===== src/rtl/ifetch_if.sv =====
// Fetch-stage bundle: memory-controller req/done handshake plus the ID-facing queue head
// and the EX redirect inputs. The master modport is the fetch stage itself.
interface ifetch_if #(
    parameter int unsigned ADDR_W = 32,
    parameter int unsigned INST_W = 32
);
    logic              mem_req_o;
    logic [ADDR_W-1:0] mem_addr_o;
    logic [INST_W-1:0] mem_inst_i;
    logic              mem_done_i;
    logic              redirect_i;
    logic [ADDR_W-1:0] redirect_pc_i;
    logic              id_stall_i;
    logic              if_valid_o;
    logic [ADDR_W-1:0] if_pc_o;
    logic [INST_W-1:0] if_inst_o;
    logic              if_pred_taken_o;
    logic              if_full_o;

    modport master (
        output mem_req_o, mem_addr_o, if_valid_o, if_pc_o, if_inst_o, if_pred_taken_o, if_full_o,
        input  mem_inst_i, mem_done_i, redirect_i, redirect_pc_i, id_stall_i
    );

    modport slave (
        input  mem_req_o, mem_addr_o, if_valid_o, if_pc_o, if_inst_o, if_pred_taken_o, if_full_o,
        output mem_inst_i, mem_done_i, redirect_i, redirect_pc_i, id_stall_i
    );
endinterface


===== src/rtl/ifetch_queue.sv =====
// Instruction-fetch stage with a DEPTH-entry prefetch queue, one request in flight, redirect flush.
// Optional JAL static prediction on push is enabled by defining IF_JAL_PRED_EN.
module ifetch_queue #(
    parameter int unsigned       ADDR_W   = 32,
    parameter int unsigned       INST_W   = 32,
    parameter int unsigned       DEPTH    = 4,
    parameter logic [ADDR_W-1:0] RESET_PC = '0
) (
    input  logic     clk,
    input  logic     rst,
    input  logic     rdy,
    ifetch_if.master bus
);
    localparam int unsigned       PTR_W      = $clog2(DEPTH);
    localparam int unsigned       CNT_W      = PTR_W + 1;
    localparam logic [CNT_W-1:0]  FULL_CNT   = CNT_W'(DEPTH);
    localparam logic [ADDR_W-1:0] INST_BYTES = ADDR_W'(4);

    typedef enum logic [1:0] {
        IDLE = 2'd0,
        WAIT = 2'd1,
        DROP = 2'd2
    } state_e;

    state_e            state_q, state_d;
    logic [ADDR_W-1:0] fetch_pc_q, fetch_pc_d;
    logic [ADDR_W-1:0] drop_addr_q, drop_addr_d;
    logic [PTR_W-1:0]  rd_ptr_q, rd_ptr_d;
    logic [PTR_W-1:0]  wr_ptr_q, wr_ptr_d;
    logic [CNT_W-1:0]  count_q, count_d;
    logic [ADDR_W-1:0] pc_mem_q   [DEPTH];
    logic [ADDR_W-1:0] pc_mem_d   [DEPTH];
    logic [INST_W-1:0] inst_mem_q [DEPTH];
    logic [INST_W-1:0] inst_mem_d [DEPTH];
    logic [ADDR_W-1:0] next_pc;
    logic              pop;
    logic              push;

`ifdef IF_JAL_PRED_EN
    logic              is_jal;
    logic [ADDR_W-1:0] jal_off;
    logic [DEPTH-1:0]  pred_mem_q, pred_mem_d;

    // JAL immediate is sign-extended from its 21-bit scrambled encoding
    always_comb begin
        is_jal  = (bus.mem_inst_i[6:0] == 7'b1101111);
        jal_off = ADDR_W'($signed({bus.mem_inst_i[31], bus.mem_inst_i[19:12], bus.mem_inst_i[20],
                                   bus.mem_inst_i[30:21], 1'b0}));
        next_pc = fetch_pc_q + (is_jal ? jal_off : INST_BYTES);
    end

    always_comb begin
        pred_mem_d = pred_mem_q;
        if (push) begin
            pred_mem_d[wr_ptr_q] = is_jal;
        end
    end

    always_ff @(posedge clk or posedge rst) begin
        if (rst) begin
            pred_mem_q <= '0;
        end else if (rdy) begin
            pred_mem_q <= pred_mem_d;
        end
    end

    assign bus.if_pred_taken_o = pred_mem_q[rd_ptr_q];
`else
    assign next_pc             = fetch_pc_q + INST_BYTES;
    assign bus.if_pred_taken_o = 1'b0;
`endif

    // Fetch FSM and queue bookkeeping; redirect overrides both push and pop
    always_comb begin
        state_d     = state_q;
        fetch_pc_d  = fetch_pc_q;
        drop_addr_d = drop_addr_q;
        rd_ptr_d    = rd_ptr_q;
        wr_ptr_d    = wr_ptr_q;
        count_d     = count_q;
        pc_mem_d    = pc_mem_q;
        inst_mem_d  = inst_mem_q;
        push        = 1'b0;
        pop         = (count_q != '0) && !bus.id_stall_i && !bus.redirect_i;

        unique case (state_q)
            IDLE: begin
                if (bus.redirect_i) begin
                    fetch_pc_d = bus.redirect_pc_i;
                    state_d    = WAIT;
                end else if ((count_q < FULL_CNT) || pop) begin
                    state_d = WAIT;
                end
            end
            WAIT: begin
                if (bus.redirect_i) begin
                    fetch_pc_d = bus.redirect_pc_i;
                    if (!bus.mem_done_i) begin
                        // in-flight word must still be absorbed before the new fetch goes out
                        drop_addr_d = fetch_pc_q;
                        state_d     = DROP;
                    end
                end else if (bus.mem_done_i) begin
                    push       = 1'b1;
                    fetch_pc_d = next_pc;
                    if (!pop && (count_q == FULL_CNT - CNT_W'(1))) begin
                        state_d = IDLE;
                    end
                end
            end
            DROP: begin
                if (bus.redirect_i) begin
                    fetch_pc_d = bus.redirect_pc_i;
                end
                if (bus.mem_done_i) begin
                    state_d = WAIT;
                end
            end
            default: state_d = IDLE;
        endcase

        if (push) begin
            pc_mem_d[wr_ptr_q]   = fetch_pc_q;
            inst_mem_d[wr_ptr_q] = bus.mem_inst_i;
            wr_ptr_d             = wr_ptr_q + PTR_W'(1);
        end
        if (pop) begin
            rd_ptr_d = rd_ptr_q + PTR_W'(1);
        end
        count_d = count_q + CNT_W'(push) - CNT_W'(pop);

        if (bus.redirect_i) begin
            rd_ptr_d = '0;
            wr_ptr_d = '0;
            count_d  = '0;
        end
    end

    always_ff @(posedge clk or posedge rst) begin
        if (rst) begin
            state_q     <= IDLE;
            fetch_pc_q  <= RESET_PC;
            drop_addr_q <= '0;
            rd_ptr_q    <= '0;
            wr_ptr_q    <= '0;
            count_q     <= '0;
            pc_mem_q    <= '{default: '0};
            inst_mem_q  <= '{default: '0};
        end else if (rdy) begin
            state_q     <= state_d;
            fetch_pc_q  <= fetch_pc_d;
            drop_addr_q <= drop_addr_d;
            rd_ptr_q    <= rd_ptr_d;
            wr_ptr_q    <= wr_ptr_d;
            count_q     <= count_d;
            pc_mem_q    <= pc_mem_d;
            inst_mem_q  <= inst_mem_d;
        end
    end

    assign bus.mem_req_o  = (state_q != IDLE);
    assign bus.mem_addr_o = (state_q == DROP) ? drop_addr_q : fetch_pc_q;
    assign bus.if_valid_o = (count_q != '0);
    assign bus.if_full_o  = (count_q == FULL_CNT);
    assign bus.if_pc_o    = pc_mem_q[rd_ptr_q];
    assign bus.if_inst_o  = inst_mem_q[rd_ptr_q];

endmodule


===== src/flat_wrapper.sv =====
// flat-port wrapper written by rule: the top's interface ports become plain ports
module ifetch_queue_flat 
#(
    parameter int unsigned       ADDR_W   = 32,
    parameter int unsigned       INST_W   = 32,
    parameter int unsigned       DEPTH    = 4,
    parameter logic [ADDR_W-1:0] RESET_PC = '0
)
  (clk, rst, rdy, bus_mem_req_o, bus_mem_addr_o, bus_if_valid_o, bus_if_pc_o, bus_if_inst_o, bus_if_pred_taken_o, bus_if_full_o, bus_mem_inst_i, bus_mem_done_i, bus_redirect_i, bus_redirect_pc_i, bus_id_stall_i);
  ifetch_if #(.ADDR_W(ADDR_W), .INST_W(INST_W)) bus_i ();
  input  logic clk;
  input  logic rst;
  input  logic rdy;
  output wire logic [$bits(bus_i.mem_req_o)-1:0] bus_mem_req_o;
  output wire logic [$bits(bus_i.mem_addr_o)-1:0] bus_mem_addr_o;
  output wire logic [$bits(bus_i.if_valid_o)-1:0] bus_if_valid_o;
  output wire logic [$bits(bus_i.if_pc_o)-1:0] bus_if_pc_o;
  output wire logic [$bits(bus_i.if_inst_o)-1:0] bus_if_inst_o;
  output wire logic [$bits(bus_i.if_pred_taken_o)-1:0] bus_if_pred_taken_o;
  output wire logic [$bits(bus_i.if_full_o)-1:0] bus_if_full_o;
  input wire logic [$bits(bus_i.mem_inst_i)-1:0] bus_mem_inst_i;
  input wire logic [$bits(bus_i.mem_done_i)-1:0] bus_mem_done_i;
  input wire logic [$bits(bus_i.redirect_i)-1:0] bus_redirect_i;
  input wire logic [$bits(bus_i.redirect_pc_i)-1:0] bus_redirect_pc_i;
  input wire logic [$bits(bus_i.id_stall_i)-1:0] bus_id_stall_i;
  assign bus_mem_req_o = bus_i.mem_req_o;
  assign bus_mem_addr_o = bus_i.mem_addr_o;
  assign bus_if_valid_o = bus_i.if_valid_o;
  assign bus_if_pc_o = bus_i.if_pc_o;
  assign bus_if_inst_o = bus_i.if_inst_o;
  assign bus_if_pred_taken_o = bus_i.if_pred_taken_o;
  assign bus_if_full_o = bus_i.if_full_o;
  assign bus_i.mem_inst_i = bus_mem_inst_i;
  assign bus_i.mem_done_i = bus_mem_done_i;
  assign bus_i.redirect_i = bus_redirect_i;
  assign bus_i.redirect_pc_i = bus_redirect_pc_i;
  assign bus_i.id_stall_i = bus_id_stall_i;
  ifetch_queue #(.ADDR_W(ADDR_W), .INST_W(INST_W), .DEPTH(DEPTH), .RESET_PC(RESET_PC)) u_core (.clk(clk), .rst(rst), .rdy(rdy), .bus(bus_i));
endmodule

===== config.mk =====
export PLATFORM = sky130hd
export DESIGN_NAME = ifetch_queue_flat
export DESIGN_NICKNAME = d
export VERILOG_FILES = /design/src/rtl/ifetch_if.sv /design/src/rtl/ifetch_queue.sv /design/src/flat_wrapper.sv
export SDC_FILE = /design/constraint.sdc
export NUM_CORES = 1
export LEC_CHECK = 0
export BUFFER_PORTS_ARGS = -buffer_cell sky130_fd_sc_hd__buf_2
export CAP_MARGIN = 20
export CORE_MARGIN = 5
export CORE_UTILIZATION = 53
export DETAILED_ROUTE_END_ITERATION = 7
export GPL_ROUTABILITY_DRIVEN = 1
export PLACE_DENSITY = 0.82
export SYNTH_ARGS = -nofsm -noshare
export SYNTH_HDL_FRONTEND = slang
export SYNTH_SLANG_ARGS = --single-unit

===== constraint.sdc =====
create_clock -name clk -period 11.2 [get_ports clk]
set_input_delay 2.24 -clock clk [delete_from_list [all_inputs] [get_ports clk]]
set_output_delay 2.24 -clock clk [all_outputs]
set_load 0.05 [all_outputs]

After elaboration in Yosys (flattened, before gate mapping). Cells that the tools add are included.

$add $sub $neg: 5. $lt $le $gt $ge: 4. Equal/unequal tests: 10. Muxes and demuxes: 31. Bitwise gates (word level): 3. Reductions and logical operators: 21.

Operators by type and width (number): $mux W32 (9); $bwmux W128 (2); $bmux W32 S2 (2); $demux W32 S2 (1); $pmux W32 S2 (1); $add A32 B3 Y32 const B (1); $mux W2 (11); $reduce_and A4 Y1 (2); $reduce_bool A2 Y1 (4); $ge A3 B3 Y1 const B (2); $ne A3 B2 Y1 const B (2); $ne A3 B3 Y1 const B (2); $not A2 Y3 (2); $pmux W2 S3 (1); $reduce_and A2 Y1 (3); $reduce_and A6 Y1 (1); $add A2 B1 Y2 const B (2); $logic_and A1 B1 Y1 (4); $add A3 B1 Y3 (1); $eq A3 B2 Y1 const B (1); $eq A3 B3 Y1 const B (1); $logic_not A1 Y1 (3); $lt A3 B1 Y1 const B (1); $lt A3 B3 Y1 const B (1); other kinds (12) (14).

Bits in registers: 329. Bits of input ports: 70. Output and inout port bits: 100. Logic and storage cells: 88.

Logic depth before layout (Yosys ltp).
Depth in word-level cells: 9. Gate-level depth with buffers: 10. Mapped depth without buffers: 10.

Worst setup path before layout. No wires, ideal clock.

Kind: reg2out. Start point: reg u_core.rd_ptr_q[0]. End point: out bus_if_pc_o[10]. Data arrival time: 1748 ps. Data required time: 8960 ps. Setup slack: 7212 ps. Cell stages (with the launch flop): 5. Buffers on the path: 3. Path through: dfrtp_1 > clkbuf_1 > buf_2 > buf_2 > mux4_2.

Cells in the longest elaborated chain, start to end: 4.

RTL lines: start: declaration (line ifetch_queue.sv:28) `logic [PTR_W-1:0] rd_ptr_q, rd_ptr_d;`; start signal: assignment (line ifetch_queue.sv:153) `rd_ptr_q <= rd_ptr_d;`; $not A2 Y3 (implied by the code) (line ifetch_queue.sv:165) `assign bus.if_pc_o = pc_mem_q[rd_ptr_q];`; $bmux W32 S2 (line ifetch_queue.sv:165); $mux W32 (implied by the code) (2 in a row) (line ifetch_queue.sv:165); end: declaration (line flat_wrapper.sv:17) `output wire logic [$bits(bus_i.if_pc_o)-1:0] bus_if_pc_o;`.

No other way between the ends. The select of a mux whose other input is x is not followed.

Worst setup path in the final report.
Start point: reg u_core.rd_ptr_q[0]. End point: out bus_if_inst_o[28].

Cells in the longest elaborated chain, start to end: 4.

RTL lines: $not A2 Y3 (implied by the code) (line ifetch_queue.sv:166) `assign bus.if_inst_o = inst_mem_q[rd_ptr_q];`; $bmux W32 S2 (line ifetch_queue.sv:166); $mux W32 (implied by the code) (2 in a row) (line ifetch_queue.sv:166); end: declaration (line flat_wrapper.sv:18) `output wire logic [$bits(bus_i.if_inst_o)-1:0] bus_if_inst_o;`.

No other way between the ends. The select of a mux whose other input is x is not followed.

==> summary.md <==
| Metric | Value |
|---|---|
| CTS tree | done |
| Worst Tran Pin Value | ~1.1 ns |
| Flops & latches, synth | about 330 |
| Vias per inst | 6.05 |
| Primary FF master, synth | dfrtp_1 |
| Final Setup Violations | 0 |
| Worst Setup SP | u_core.rd_ptr_q[0] |
| Post-CTS Resized | 0 |
| CTS Root Cell | clkbuf_16 |
| Most frequent cells in the layout | dfrtp_1, mux2_2, buf_2 |
| # IOs | 170 |
| Pwr/cell area | 345 nW/um^2 |
| Layout Utilization | 0.614 |
| Cell Area, Synth | 15300 sq um |
| Routed length per instance | 22.4 um |
| Routability-driven placement congestion ratio | about 0.88 |
| Tightest Hold Check Type | register to register |
| FFs w/ async S/R, synth | 1.00 |
| FMAX | 201 MHz |
| Leading cell type in the layout, fill and taps excluded | dfrtp_1 |
| Worst R2R Setup Slack | roughly 8.5 ns |
| Crit path DAT | around 2.7 ns |
| Post-Syn Instances | 1057 |
| CTS Sinks | 329 |
| Hold slack | 0.491 ns |
| Syn Area/Cell | ~15 sq um |
| Sum Neg Setup Slack | 0 ns |
| Filler instances | 2130 |
| Worst relative slew slack | 0.275 |
| Max-cap violations | 0 |
| DR vias | 9650 |
| Area grow syn2layout | 14.7% |
| Clock skew | 0.0172 ns |
| Outcome | complete, no violations |
| Placed Cells | 1528 |
| Maximum fanout along the worst path | 34 |
| CP required | 8.96 ns |
| Vias in the first global route | 10300 |
| Initial Utilization | 0.536 |
| Antenna violations before repair | 4 |
| HP Start | u_core.pc_mem_q[2] |
| First-pass GRT wire length | between 50 and 60 mm |
| Share of cells above drive strength 1 | 0.497 |
| Register area share after synthesis | 0.537 |
| Setup bufs post-CTS | 0 |
| Nets | between 1000 and 1500 |
| Fin crit period | 4.98 ns |
| RSZ-0062 raised after global routing | false |
| Total congestion overflow | 0 |
| WL final | 35.8 mm |
| Final period util | 0.444 |
| Dpl hpwl | 22.4 mm |
| Worst setup EP type | output pin |
| Peak VDD IR | 0.322 mV |
| Total GRT Usage | 0.220 |
| CP Class | register to output pin |
| Port Buffers | 168 |
| Clk_lat worst skew | 0.51 ns |
| TritonCTS buffer count | 36 |
| Worst-path clk slew | about 0.06 ns |
| Yosys cell types | between 60 and 70 |
| Final Cell Area | around 18000 sq um |
| Core box area | 28600 sq um |
| DP Area | 16300 sq um |
| Row count | 62 |
| Multi-input gate area | 6610 sq um |
| CP startpoint kind | register |
| DR DRC count | 0 |
| Drt pass-1 iters | 7 |
| Die height | 180 um |
| Die area | 32400 sq um |
| Number of nets with antenna violations after routing | 0 |
| Reg-to-Reg Start | u_core.state_q[0] |
| Lkg Pwr | 8.05 nW |
| Iteration-0 DRC Markers | between 700 and 800 |
| Maximum root-to-sink buffer count | 3 |
| Post-CTS Hold Buffers | 0 |
| Max-slew violation count | 0 |
| Die W | 180 um |
| Syn_nets | ~1100 |
| Post-synth EDFFs | 0 |
| Final Hold Viols | 0 |
| Htree depth | 2 |
| Largest net degree at the start of global routing | about 170 |
| Seq. cell area | 8240 sq um |
| YS warnings | 0 |
| Fin cells | approximately 1600 |
## state kept, by name, summed over array words and instances (netlist names)
signal	count
u_core.drop_addr_q	32
u_core.state_q	2
u_core.wr_ptr_q	2
u_core.rd_ptr_q	2
u_core.inst_mem_q	128
u_core.pc_mem_q	128
u_core.count_q	3
u_core.fetch_pc_q	32
## routing by layer
layer,track usage,part of all wire,up-vias,wire length [um]
li1,-,-,4172,-
met1,0.289,0.41,5010,14500
met2,0.364,0.49,367,17500
met3,0.0616,0.076,95,2720
met4,0.0617,0.028,6,988
met5,0,0.00098,-,35
## Yosys cell counts, types with 3 or more instances
| library cell | instances | share of area |
|---|---|---|
| a311oi_1 | 3 | 0.0017 |
| or3_1 | 3 | 0.0012 |
| clkbuf_1 | 31 | 0.0076 |
| xnor2_1 | 3 | 0.0017 |
| inv_1 | 10 | 0.0024 |
| nand4_1 | 8 | 0.0033 |
| buf_4 | 28 | 0.014 |
| a211oi_1 | 7 | 0.0034 |
| a31oi_1 | 3 | 0.0012 |
| nand2_1 | 34 | 0.0083 |
| o22ai_1 | 8 | 0.0033 |
| mux2_2 | 281 | 0.21 |
| mux4_2 | 64 | 0.094 |
| dfrtp_1 | 329 | 0.54 |
| nor2_1 | 25 | 0.0061 |
| mux2_1 | 41 | 0.030 |
| buf_1 | 7 | 0.0017 |
| ha_1 | 6 | 0.0049 |
| nor3_1 | 10 | 0.0033 |
| nand2_4 | 4 | 0.0029 |
| o21ai_0 | 21 | 0.0069 |
| and3_1 | 9 | 0.0037 |
| nand3_1 | 15 | 0.0049 |
| o22a_1 | 4 | 0.0023 |
| and4_1 | 6 | 0.0034 |
| buf_2 | 22 | 0.0072 |
| a21oi_1 | 31 | 0.010 |
## final timing paths
| check | endpoint | cells past startpoint |
|---|---|---|
| max | bus_if_inst_o[28] | 4 |
| min | u_core.pc_mem_q[2] | 1 |
| max reg2reg | u_core.inst_mem_q[39] | 6 |
| min reg2reg | u_core.pc_mem_q[2] | 1 |
| max in group asynchronous | u_core.rd_ptr_q[0] | 4 |
| min in group asynchronous | u_core.inst_mem_q[3] | 2 |
## through the flow
| step | setup WS, ns | power (mW) |
|---|---|---|
| after floorplan | 4.57 | 4.23 |
| after global placement | 6.50 | 4.75 |
| after detailed placement | 6.48 | 4.84 |
| after CTS | 5.93 | 6.10 |
| after global routing | 6.02 | 6.37 |
| final | 6.22 | 6.07 |
## worst max-delay path: stages (launching register included)
cell	delay, ns
dfrtp_4	0.63
buf_4	0.45
buf_16	0.30
mux4_2	0.57
buf_2	0.23
## final cells by class
cell class / count / area share
Tap cell: 384 / 0.0273
Clock buffer: 53 / 0.0612
Sequential cell: 329 / 0.468
Timing Repair Buffer: 178 / 0.0539
Clock inverter: 11 / 0.0110
Inverter: 10 / 0.00235
Multi-Input combinational cell: 628 / 0.376
Antenna cell: 2 / 0.000285
## power breakdown
group          internal, mW  leakage [nW]  total, mW  switching [mW]
clock                 0.783         0.621       1.25           0.467
combinational          1.01          3.29       2.62            1.61
sequential             1.72          4.15       2.20           0.481
## logic make-up (layout without fill, tap and decap cells)
kind of cell / after synthesis / count (layout) / share of synthesized area
flops: 329 / 329 / 0.537
compound gates: 95 / 95 / 0.0406
mux: 386 / 386 / 0.330
fa+ha+maj: 7 / 7 / 0.00620
simple gates: 136 / 136 / 0.0507
xor+xnor: 3 / 3 / 0.00171
buf+inv: 100 / 252 / 0.0333
other cells: 1 / 3 / 0.000245
No activity file was read; power rests on OpenSTA's default activity.
